## src/rtl/country_sensor_if.sv

```systemverilog
`default_nettype none
// ============================================================================
// Module      : country_sensor_if
// Description : Country-road vehicle detector conditioning. Synchronizes and
//               debounces the loop contact, queues arrivals, retires one
//               vehicle per departure interval while the country light is
//               GREEN, and raises X while vehicles are waiting.
// Revision    : 1.0 - initial release
// ============================================================================
module country_sensor_if #(
  parameter int DEBOUNCE      = 4,
  parameter int DEPART_CYCLES = 8,
  parameter int CNT_W         = 4
) (
  input  logic             clk,
  input  logic             clear,
  input  logic             loop_raw,
  input  logic [1:0]       cntry,
  output logic             X,
  output logic [CNT_W-1:0] queue_count,
  output logic             overflow
);

  localparam int DB_W  = (DEBOUNCE > 1) ? $clog2(DEBOUNCE) : 1;
  localparam int DEP_W = (DEPART_CYCLES > 1) ? $clog2(DEPART_CYCLES) : 1;

  localparam logic [DB_W-1:0]  c_db_last  = DB_W'(DEBOUNCE - 1);
  localparam logic [DEP_W-1:0] c_dep_last = DEP_W'(DEPART_CYCLES - 1);
  localparam logic [CNT_W-1:0] c_q_max    = {CNT_W{1'b1}};
  localparam logic [1:0]       c_green    = 2'd2;

  logic             r_sync1;
  logic             r_loop_s;
  logic             r_loop_db;
  logic [DB_W-1:0]  r_db_cnt;
  logic             r_arrival;
  logic [DEP_W-1:0] r_dep_cnt;
  logic [CNT_W-1:0] r_queue_count;
  logic             r_overflow;

  logic             w_db_diff;
  logic             w_db_accept;
  logic             w_q_nonzero;
  logic             w_run;
  logic             w_depart;

  // A new level is accepted once it has differed for DEBOUNCE consecutive samples
  assign w_db_diff   = (r_loop_s != r_loop_db);
  assign w_db_accept = w_db_diff && (r_db_cnt == c_db_last);

  // The timer only advances while GREEN with someone waiting; its last count retires a vehicle
  assign w_q_nonzero = |r_queue_count;
  assign w_run       = (cntry == c_green) && w_q_nonzero;
  assign w_depart    = w_run && (r_dep_cnt == c_dep_last);

  // Two-flop synchronizer for the asynchronous loop contact
  always_ff @(posedge clk or posedge clear) begin
    if (clear) begin
      r_sync1  <= 1'b0;
      r_loop_s <= 1'b0;
    end else begin
      r_sync1  <= loop_raw;
      r_loop_s <= r_sync1;
    end
  end

  // Debounce: any return to the accepted level restarts the count
  always_ff @(posedge clk or posedge clear) begin
    if (clear) begin
      r_loop_db <= 1'b0;
      r_db_cnt  <= '0;
    end else if (!w_db_diff) begin
      r_db_cnt  <= '0;
    end else if (w_db_accept) begin
      r_loop_db <= r_loop_s;
      r_db_cnt  <= '0;
    end else begin
      r_db_cnt  <= r_db_cnt + 1'b1;
    end
  end

  // One-cycle arrival pulse on an accepted rising level only
  always_ff @(posedge clk or posedge clear) begin
    if (clear) begin
      r_arrival <= 1'b0;
    end else begin
      r_arrival <= w_db_accept && r_loop_s;
    end
  end

  // Departure timer; a partial interval is dropped whenever the run condition lapses
  always_ff @(posedge clk or posedge clear) begin
    if (clear) begin
      r_dep_cnt <= '0;
    end else if (!w_run || w_depart) begin
      r_dep_cnt <= '0;
    end else begin
      r_dep_cnt <= r_dep_cnt + 1'b1;
    end
  end

  // Queue bookkeeping; simultaneous arrival and departure cancel out
  always_ff @(posedge clk or posedge clear) begin
    if (clear) begin
      r_queue_count <= '0;
      r_overflow    <= 1'b0;
    end else begin
      case ({r_arrival, w_depart})
        2'b10: begin
          if (r_queue_count == c_q_max) begin
            r_overflow <= 1'b1;
          end else begin
            r_queue_count <= r_queue_count + 1'b1;
          end
        end
        2'b01:   r_queue_count <= r_queue_count - 1'b1;
        default: r_queue_count <= r_queue_count;
      endcase
    end
  end

  assign X           = w_q_nonzero;
  assign queue_count = r_queue_count;
  assign overflow    = r_overflow;

endmodule
`default_nettype wire

```

## config.mk

```make
export PLATFORM = sky130hd
export DESIGN_NAME = country_sensor_if
export DESIGN_NICKNAME = d
export VERILOG_FILES = /design/src/rtl/country_sensor_if.sv
export SDC_FILE = /design/constraint.sdc
export NUM_CORES = 1
export LEC_CHECK = 0
export ABC_AREA = 1
export CORE_MARGIN = 8
export CORE_UTILIZATION = 51
export CTS_CLUSTER_DIAMETER = 150
export DETAILED_ROUTE_END_ITERATION = 10
export PLACE_DENSITY_LB_ADDON = 0.3
export SLEW_MARGIN = 25
export SYNTH_ARGS = -nofsm -noshare
export SYNTH_HDL_FRONTEND = slang
export SYNTH_SLANG_ARGS = --single-unit
```

## constraint.sdc

```tcl
create_clock -name clk -period 1.8 [get_ports clk]
set_input_delay 0.36 -clock clk [delete_from_list [all_inputs] [get_ports clk]]
set_output_delay 0.36 -clock clk [all_outputs]
set_load 0.01 [all_outputs]
```

==> flow_summary_export.csv, run 1 <==
group,metric,value,unit
timing,fin_setup_tns,0,ns
setup_path,cp-end-kind,"output pin",
setup_path,cp.required,1.44,ns
logic_synthesis,yosysTopAreaCellShare,47.62,%
power,leakagePower,0.5014,nW
global_routing,track_usage,11.60,%
logic_synthesis,yosys_warnings,0,
final_layout,final_area,993.5,um2
logic_synthesis,synth.most_common_cell,"inv_1",
final_layout,layout-drive-gt1-share,29.52,%
global_routing,grt_pass1_wl,2.490,mm
timing,setup_viol,0,
clock_tree,ctsHoldBuffers,0,
logic_synthesis,synth_top_family_by_area,"simple AND/OR/NAND/NOR gates",
floorplan,initial_core_util,55.84,%
floorplan,pin_count,11,
final_layout,final_nets,115,
detailed_routing,dr_wl_met3,98,um
detailed_routing,drt-initial-drc-count,18,
floorplan,row_count,13,
global_routing,grt_pass1_vias,622,
clock_tree,clkTransAtPathRegs,0.08,ns
power,peakVddDrop,0.8310,mV
logic_synthesis,avgSynthCellArea,9.083,um2
floorplan,die_w,53.98,um
final_layout,area_growth_syn_to_layout,35.03,%
placed_design,place.port_buffers,10,
logic_synthesis,synth_compound_area_share,5.102,%
placed_design,routabilityCongestion,0.7411,
detailed_routing,wl_met2,693,um
detailed_routing,wl_per_cell,12.51,um
detailed_routing,antenna_left,0,
detailed_routing,dr.pass1.iters,4,
timing,timing.slew.headroom,65.87,%
logic_synthesis,synth_common_cells,"inv_1, dfrtp_1, nand2_1",
timing,fin_crit,1.717,ns
logic_synthesis,syn-num-nets,90,
power,p_sw,461.5,uW
setup_path,timing.setup.critical_path_class,"flop to output pin",
setup_path,path_max_fanout,5,
power,p_int,773.5,uW
detailed_routing,route.layer.met1.wl,687,um
global_routing,antenna_found_initial,0,
clock_tree,cts_tree,"yes",
setup_path,critPathLaunchType,"flop",
job,drv_cap,0,
timing,rsz0062_at_grt,"no",
logic_synthesis,synthesis.area,735.7,um2
final_layout,fillerInstances,97,
logic_synthesis,synth_simple_gate_area_share,28.74,%
clock_tree,clk_latency,0.28,ns
power,power_density,1243,mW/mm2
power,pwr-share-clk,18.1,%
clock_tree,clk_path_buf_depth,2,
timing,hold_violations,0,
placed_design,preCtsSetupSlack,-0.2022,ns
power,switching_share,37.37,%
timing,fin_crit_sh,95.39,%
global_routing,grt-ovfl-total,0,
placed_design,placedCellCount,111,
logic_synthesis,yosys.area_share.adder,6.803,%
power,fin_total_pwr,1.235,mW
power,combPwrFrac,44.1,%
timing,holdWs,0.3522,ns
min_path,min_path_type,"flop to flop",
detailed_routing,vias,604,
clock_tree,cts_root_buf,"clkbuf_4",
detailed_routing,drc,0,
logic_synthesis,ys.flop_type,"dfrtp_1",
logic_synthesis,synth_xor_area_share,3.571,%
logic_synthesis,seq_area_frac_synth,47.62,%
clock_tree,numCtsBuffers,3,
placed_design,placed_area,892.1,um2
logic_synthesis,post-synth-top-area-cell,"dfrtp_1",
logic_synthesis,async_flop_share,100.0,%
setup_path,cp.arrival,1.36,ns
logic_synthesis,synth_edf_count,0,
final_layout,fin_util,75.40,%
detailed_routing,avgViaCountPerCell,5.033,
timing,layout_setup_ws,0.08307,ns
global_routing,grt_max_degree,15,
timing,maxSlewViolCount,0,
timing,fmaxAchievable,582.4,MHz
logic_synthesis,ys_ff_latch,14,
final_layout,num_antenna_cells,0,
detailed_routing,highest_layer,"met4",
clock_tree,clock_sinks,14,
logic_synthesis,muxShareOfSynthArea,0,%
power,seqPwrFrac,37.8,%
logic_synthesis,netlist_top_cells_area,"dfrtp_1, inv_1, ha_1",
timing,worstMarginPinSlew,0.5114,ns
final_layout,fin_cells,120,
detailed_routing,totalWireLength,1.501,mm
timing,fin_worst_skew,0.004527,ns
floorplan,dieHeight,53.98,um
placed_design,hpwl,1.106,mm
clock_tree,ctsHtreeMaxLevel,1,
outcome,status,"complete, no violations",
floorplan,fp.dieArea,0.002914,mm2
logic_synthesis,yosys.cell_types.count,22,
logic_synthesis,syn_inst,81,
floorplan,core_area,0.001318,mm2
## cell families after synthesis
family / Yosys count
AO/OA/AOI/OAI: 6
adder cells (fa/ha/maj): 4
buffers and inverters: 16
flip-flops: 14
XOR/XNOR: 3
AND/OR/NAND/NOR: 38
## cell usage in the layout (no fill, tap or decap), types with 2 or more instances in the layout
master	count
nand3b_1	2
dfrtp_2	2
buf_4	10
clkbuf_4	3
ha_1	2
xor2_1	2
inv_1	16
clkdlybuf4s50_1	9
nand2_1	11
nor2_2	3
nand2_2	5
nor2_1	8
nand3_1	3
dfrtp_1	12
o21ai_1	2
## flip-flops by register name, indices dropped and copies added (netlist names)
register and cells:
r_db_cnt 2, r_sync1 1, r_loop_db 1, queue_count 4, r_dep_cnt 3, r_arrival 1, r_loop_s 1, overflow 1
## worst max-delay path, cell delays in order, from the launching register on
cell and delay (ns):
dfrtp_2 0.39, buf_4 0.15, clkdlybuf4s50_1 0.54
## repair_timing
| action | 4_1_cts | 5_1_grt |
|---|---|---|
| resized for setup | 3 | 6 |
| endpoints found under the setup margin | 1 | 1 |
| buffers inserted | 4 | 1 |
| pin swaps | 0 | 5 |
## path summary, 6_finish.rpt
| path | depth (start not counted) | slack, ns | start | end |
|---|---|---|---|---|
| worst min-delay path | 0 | 0.35 | r_sync1$_DFF_PP0_ | r_loop_s$_DFF_PP0_ |
| worst min register to register | 0 | 0.35 | r_sync1$_DFF_PP0_ | r_loop_s$_DFF_PP0_ |
| worst max register to register | 10 | 0.11 | r_dep_cnt[0]$_DFF_PP0_ | queue_count[2]$_DFFE_PP0P_ |
| max in group asynchronous | 2 | 1.03 | clear | queue_count[0]$_DFFE_PP0P_ |
| worst max-delay path | 2 | 0.08 | queue_count[0]$_DFFE_PP0P_ | queue_count[0] |
| min in group asynchronous | 2 | 0.40 | clear | r_dep_cnt[2]$_DFF_PP0_ |
## layout make-up
class | instances | area [um2] | area share, %
tap | 15 | 18.77 | 1.889
sequential | 14 | 352.8 | 35.52
multi-input combinational | 51 | 351.6 | 35.39
inverter | 16 | 60.06 | 6.045
clock buffer | 4 | 36.28 | 3.652
timing repair buffer | 20 | 173.9 | 17.51
## routing by layer
| layer | track usage, % | up-vias |
|---|---|---|
| met4 | 6.148 | 0 |
| met1 | 12.36 | 286 |
| li1 | - | 300 |
| met3 | 3.306 | 3 |
| met2 | 20.27 | 15 |
| met5 | 0 | - |
## power by group through the flow
| stage | Sequential (mW) | Combinational [mW] | Clock (mW) |
|---|---|---|---|
| 2_1_floorplan | 0.486 | 0.274 | 0 |
| 3_3_place_gp | 0.483 | 0.431 | 0 |
| 3_5_place_dp | 0.490 | 0.446 | 0 |
| 4_1_cts | 0.464 | 0.525 | 0.233 |
| 5_1_grt | 0.475 | 0.609 | 0.242 |
| 6_report | 0.467 | 0.544 | 0.224 |
(Power assumes the default switching activity.)
==> inputs of run 2 (changes only) <==
- CELL_PAD_IN_SITES_DETAIL_PLACEMENT: unset -> 0
- CELL_PAD_IN_SITES_GLOBAL_PLACEMENT: unset -> 1
- CORE_UTILIZATION: 51 -> 38
==> run 2 against run 1 <==
- non-clock buffer count is 2 lower
- critical path type unchanged
- critical path depth stayed put
- largest cell class unchanged
- sequential cell count stayed put
- sequential share of layout area is 0.37 points higher
- setup slack better by 0.017 ns
- die area is 24% higher
- highest routed layer is now met3
==> flow_summary_export.csv, run 2 (synthesis results as in run 1) <==
group,metric,value,unit
outcome,status,"complete, no violations",
detailed_routing,drc,0,
timing,hold_violations,0,
placed_design,place.port_buffers,10,
global_routing,track_usage,8.348,%
setup_path,path_max_fanout,5,
floorplan,dieHeight,60,um
global_routing,grt_pass1_wl,2.283,mm
global_routing,grt-ovfl-total,0,
placed_design,routabilityCongestion,0.8130,
power,power_density,1152,mW/mm2
setup_path,cp.required,1.44,ns
timing,fmaxAchievable,588.3,MHz
placed_design,placedCellCount,124,
setup_path,timing.setup.critical_path_class,"flop to output pin",
final_layout,area_growth_syn_to_layout,33.16,%
detailed_routing,drt-initial-drc-count,2,
global_routing,grt_pass1_vias,538,
clock_tree,clk_latency,0.27,ns
setup_path,r2r-start,"r_dep_cnt[0]$_DFF_PP0_",
timing,setup_viol,0,
final_layout,largest_reg_flops,4,
placed_design,hpwl,1.060,mm
floorplan,initial_core_util,38.68,%
clock_tree,cts_tree,"yes",
floorplan,die_w,60,um
detailed_routing,antenna_left,0,
detailed_routing,totalWireLength,1.361,mm
global_routing,antenna_found_initial,0,
floorplan,pin_count,11,
clock_tree,cts_root_buf,"clkbuf_4",
clock_tree,ctsHoldBuffers,0,
clock_tree,ctsHtreeMaxLevel,1,
min_path,hp-start,"r_sync1$_DFF_PP0_",
final_layout,fin_cells,129,
setup_path,cp.arrival,1.34,ns
timing,holdWs,0.3529,ns
final_layout,layout_commonest_cell,"inv_1",
final_layout,num_antenna_cells,0,
floorplan,core_area,0.001902,mm2
setup_path,crit_start,"queue_count[0]$_DFFE_PP0P_",
detailed_routing,dr.pass1.iters,4,
final_layout,final_nets,113,
timing,fin_crit,1.700,ns
clock_tree,numCtsBuffers,3,
detailed_routing,vias,561,
global_routing,grt_max_degree,15,
detailed_routing,avgViaCountPerCell,4.349,
timing,fin_crit_sh,94.43,%
floorplan,fp.dieArea,0.003600,mm2
timing,fin_worst_skew,0.004170,ns
floorplan,row_count,16,
timing,timing.slew.headroom,64.44,%
clock_tree,clkTransAtPathRegs,0.08,ns
power,peakVddDrop,0.6682,mV
clock_tree,clk_path_buf_depth,2,
min_path,min_path_type,"flop to flop",
detailed_routing,wl_per_cell,10.55,um
job,drv_cap,0,
power,leakagePower,0.4905,nW
timing,maxSlewViolCount,0,
clock_tree,clock_sinks,14,
setup_path,cp-end-kind,"output pin",
timing,worstMarginPinSlew,0.5328,ns
setup_path,worstRegToRegCells,11,
min_path,min_path_cells,0,
timing,rsz0062_at_grt,"yes",
setup_path,critPathLaunchType,"flop",
final_layout,final_cell_mix,"inv_1, dfrtp_1, nand2_1",
final_layout,layout-drive-gt1-share,25.49,%
-- run 2: cell types whose count changed in the layout (fill, tap and decap cells not counted), sizes merged --
cell and delta:
buf -2, clkbuf -1, dlygate4sd2 -1, dlymetal6s2s +1
-- run 2: worst max-delay path, cell delays in order (launching register included) --
cell and delay, ns:
dfrtp_1 0.38, buf_4 0.15, clkdlybuf4s50_1 0.53
-- run 2: final timing paths --
check	end	slack, ns
setup / recovery	queue_count[0]	0.10
hold / removal	r_loop_s$_DFF_PP0_	0.35
setup reg to reg	queue_count[2]$_DFFE_PP0P_	0.13
hold reg to reg	r_loop_s$_DFF_PP0_	0.35
max in group asynchronous	queue_count[2]$_DFFE_PP0P_	1.00
min in group asynchronous	r_db_cnt[1]$_DFF_PP0_	0.42
-- run 2: stage by stage --
step | setup slack (ns) | total power, mW | utilization (%) | TNS, ns | instance area (um2)
after floorplan | 0.1735 | 0.7601 | - | 0 | 735.7
after global placement | -0.1685 | 0.9465 | 48.09 | -0.3900 | 914.6
after detailed placement | -0.2050 | 0.9533 | 48.09 | -0.4653 | 914.6
after CTS | 0.003428 | 1.137 | 50.13 | 0 | 953.4
after global routing | -0.04024 | 1.215 | 51.51 | -0.04024 | 979.7
final | 0.1003 | 1.129 | 51.51 | 0 | 979.7
-- run 2: layer usage --
layer	share of wire [%]	GRT usage, %	up-vias
met3	4.7	3.011	0
li1	-	-	297
met2	42	12.62	9
met4	0	4.082	0
met5	0	0	-
met1	53	10.15	255
-- run 2: repair_timing --
action,CTS,global route
setup endpoints to repair,1,3
gates cloned,0,0
pin swaps,0,2
resized for setup,1,6
setup buffers,2,0
-- run 2: layout make-up --
class	count	area, um2
clock buffer	3	22.52
tap	27	33.78
sequential	14	351.6
timing repair buffer	18	162.7
fill	185	922.1
inverter	16	60.06
multi-input combinational	51	349.1
-- run 2: where the power goes --
group / switching [mW] / internal (mW) / total (mW) / leakage [nW]
Clock: 0.0901 / 0.0773 / 0.167 / 0.0138
Sequential: 0.0737 / 0.393 / 0.466 / 0.179
Combinational: 0.265 / 0.230 / 0.495 / 0.298
Total: 0.428 / 0.700 / 1.13 / 0.491
==> inputs of run 3 (changes only) <==
- SKIP_CTS_REPAIR_TIMING: unset -> 1
==> run 3 against run 2 <==
- register-to-register slack hardly changed
- clock power hardly changed
- non-clock buffer count is 2 lower
- sequential share of layout area is 0.64 points higher
- setup slack hardly changed
- critical path type unchanged
- largest power group unchanged
- largest cell class unchanged
- combinational power is 3% lower
- clock skew hardly changed
==> flow_summary_export.csv, run 3 (synthesis results as in run 1) <==
group,metric,value,unit
timing,worstMarginPinSlew,0.5325,ns
floorplan,dieHeight,60,um
final_layout,fin_cells,127,
global_routing,grt_pass1_vias,521,
clock_tree,cts_root_buf,"clkbuf_4",
clock_tree,ctsHtreeMaxLevel,1,
placed_design,routabilityCongestion,0.8130,
final_layout,register_area,352.8,um2
power,p_int,693.7,uW
floorplan,die_w,60,um
timing,fin_crit_sh,94.42,%
global_routing,grt_pass1_wl,2.214,mm
floorplan,core_area,0.001902,mm2
placed_design,placed_area,914.6,um2
power,seqPwrFrac,42.0,%
power,switching_share,38.01,%
power,peakVddDrop,0.6616,mV
placed_design,placedCellCount,124,
final_layout,num_antenna_cells,0,
placed_design,place.port_buffers,10,
setup_path,path_max_fanout,5,
clock_tree,clk_path_buf_depth,2,
final_layout,area_growth_syn_to_layout,31.29,%
detailed_routing,wl_per_cell,10.33,um
floorplan,pin_count,11,
timing,hold_violations,0,
global_routing,antenna_found_initial,0,
floorplan,initial_core_util,38.68,%
global_routing,grt-ovfl-total,0,
floorplan,row_count,16,
clock_tree,clkTransAtPathRegs,0.08,ns
detailed_routing,vias,549,
setup_path,cp-end-kind,"output pin",
clock_tree,numCtsBuffers,3,
setup_path,cp.arrival,1.34,ns
power,leakagePower,0.4782,nW
detailed_routing,highest_layer,"met3",
timing,fin_crit,1.700,ns
final_layout,final_nets,111,
detailed_routing,totalWireLength,1.312,mm
floorplan,fp.dieArea,0.003600,mm2
timing,setup_viol,0,
timing,timing.slew.headroom,64.46,%
detailed_routing,drc,0,
power,fin_total_pwr,1.119,mW
timing,rsz0062_at_grt,"yes",
power,pwr-share-clk,15.0,%
outcome,status,"complete, no violations",
detailed_routing,avgViaCountPerCell,4.323,
final_layout,largest_reg_flops,4,
detailed_routing,drt-initial-drc-count,2,
final_layout,layout-drive-gt1-share,25.00,%
placed_design,hpwl,1.060,mm
final_layout,fillerInstances,189,
detailed_routing,dr_wl_met3,64,um
detailed_routing,wl_met2,546,um
final_layout,multi_input_area,349.1,um2
clock_tree,clock_sinks,14,
min_path,min_path_type,"flop to flop",
timing,fmaxAchievable,588.4,MHz
setup_path,timing.setup.critical_path_class,"flop to output pin",
clock_tree,cts_tree,"yes",
final_layout,final_area,965.9,um2
detailed_routing,route.layer.met1.wl,701,um
timing,maxSlewViolCount,0,
timing,fin_worst_skew,0.004050,ns
global_routing,grt_max_degree,15,
power,p_sw,425.3,uW
power,combPwrFrac,43.1,%
job,drv_cap,0,
final_layout,final_cell_mix,"inv_1, nand2_1, dfrtp_1",
final_layout,layout_commonest_cell,"inv_1",
global_routing,track_usage,8.127,%
detailed_routing,dr.pass1.iters,4,
clock_tree,clk_latency,0.27,ns
setup_path,critPathLaunchType,"flop",
power,power_density,1158,mW/mm2
detailed_routing,antenna_left,0,
setup_path,cp.required,1.44,ns
==> run 3: final timing paths <==
path | startpoint | depth (start not counted) | slack (ns) | end
max | queue_count[0]$_DFFE_PP0P_ | 2 | 0.10 | queue_count[0]
min | r_sync1$_DFF_PP0_ | 0 | 0.35 | r_loop_s$_DFF_PP0_
max reg2reg | r_dep_cnt[0]$_DFF_PP0_ | 11 | 0.13 | queue_count[2]$_DFFE_PP0P_
min reg2reg | r_sync1$_DFF_PP0_ | 0 | 0.35 | r_loop_s$_DFF_PP0_
max in group asynchronous | clear | 2 | 1.00 | queue_count[2]$_DFFE_PP0P_
min in group asynchronous | clear | 2 | 0.42 | r_db_cnt[1]$_DFF_PP0_
==> run 3: metal layers <==
layer  track usage, %  up-vias
met4            3.061        0
met3            3.011        0
li1                 -      294
met1            9.774      246
met5                0        -
met2            12.77        9
==> run 3: layout make-up <==
class                      instances  share of cell area [%]
sequential                        14                   36.53
multi-input combinational         51                   36.14
timing repair buffer              16                   15.29
inverter                          16                   6.218
tap                               27                   3.497
clock buffer                       3                   2.332
==> run 3: metrics by stage <==
stage	TNS [ns]	util (%)	setup WS, ns	hold WS, ns
4_1_cts	-0.01981	49.28	-0.01981	0.3570
3_5_place_dp	-0.4653	48.09	-0.2050	0.3395
5_1_grt	-0.03892	50.79	-0.03892	0.3592
3_3_place_gp	-0.3900	48.09	-0.1685	0.3376
2_1_floorplan	0	-	0.1735	0.2492
6_report	0	50.79	0.1005	0.3529
==> run 3: worst max-delay path: stages, from the launching register on <==
cell and delay (ns):
dfrtp_1 0.38, buf_4 0.15, clkdlybuf4s50_1 0.53
==> run 3: power groups by stage <==
stage / clock network [mW] / logic, mW / registers (mW)
global route: 0.188 / 0.540 / 0.477
finish: 0.167 / 0.482 / 0.470
detailed placement: 0 / 0.481 / 0.472
floorplan: 0 / 0.274 / 0.486
global placement: 0 / 0.478 / 0.469
CTS: 0.176 / 0.484 / 0.465
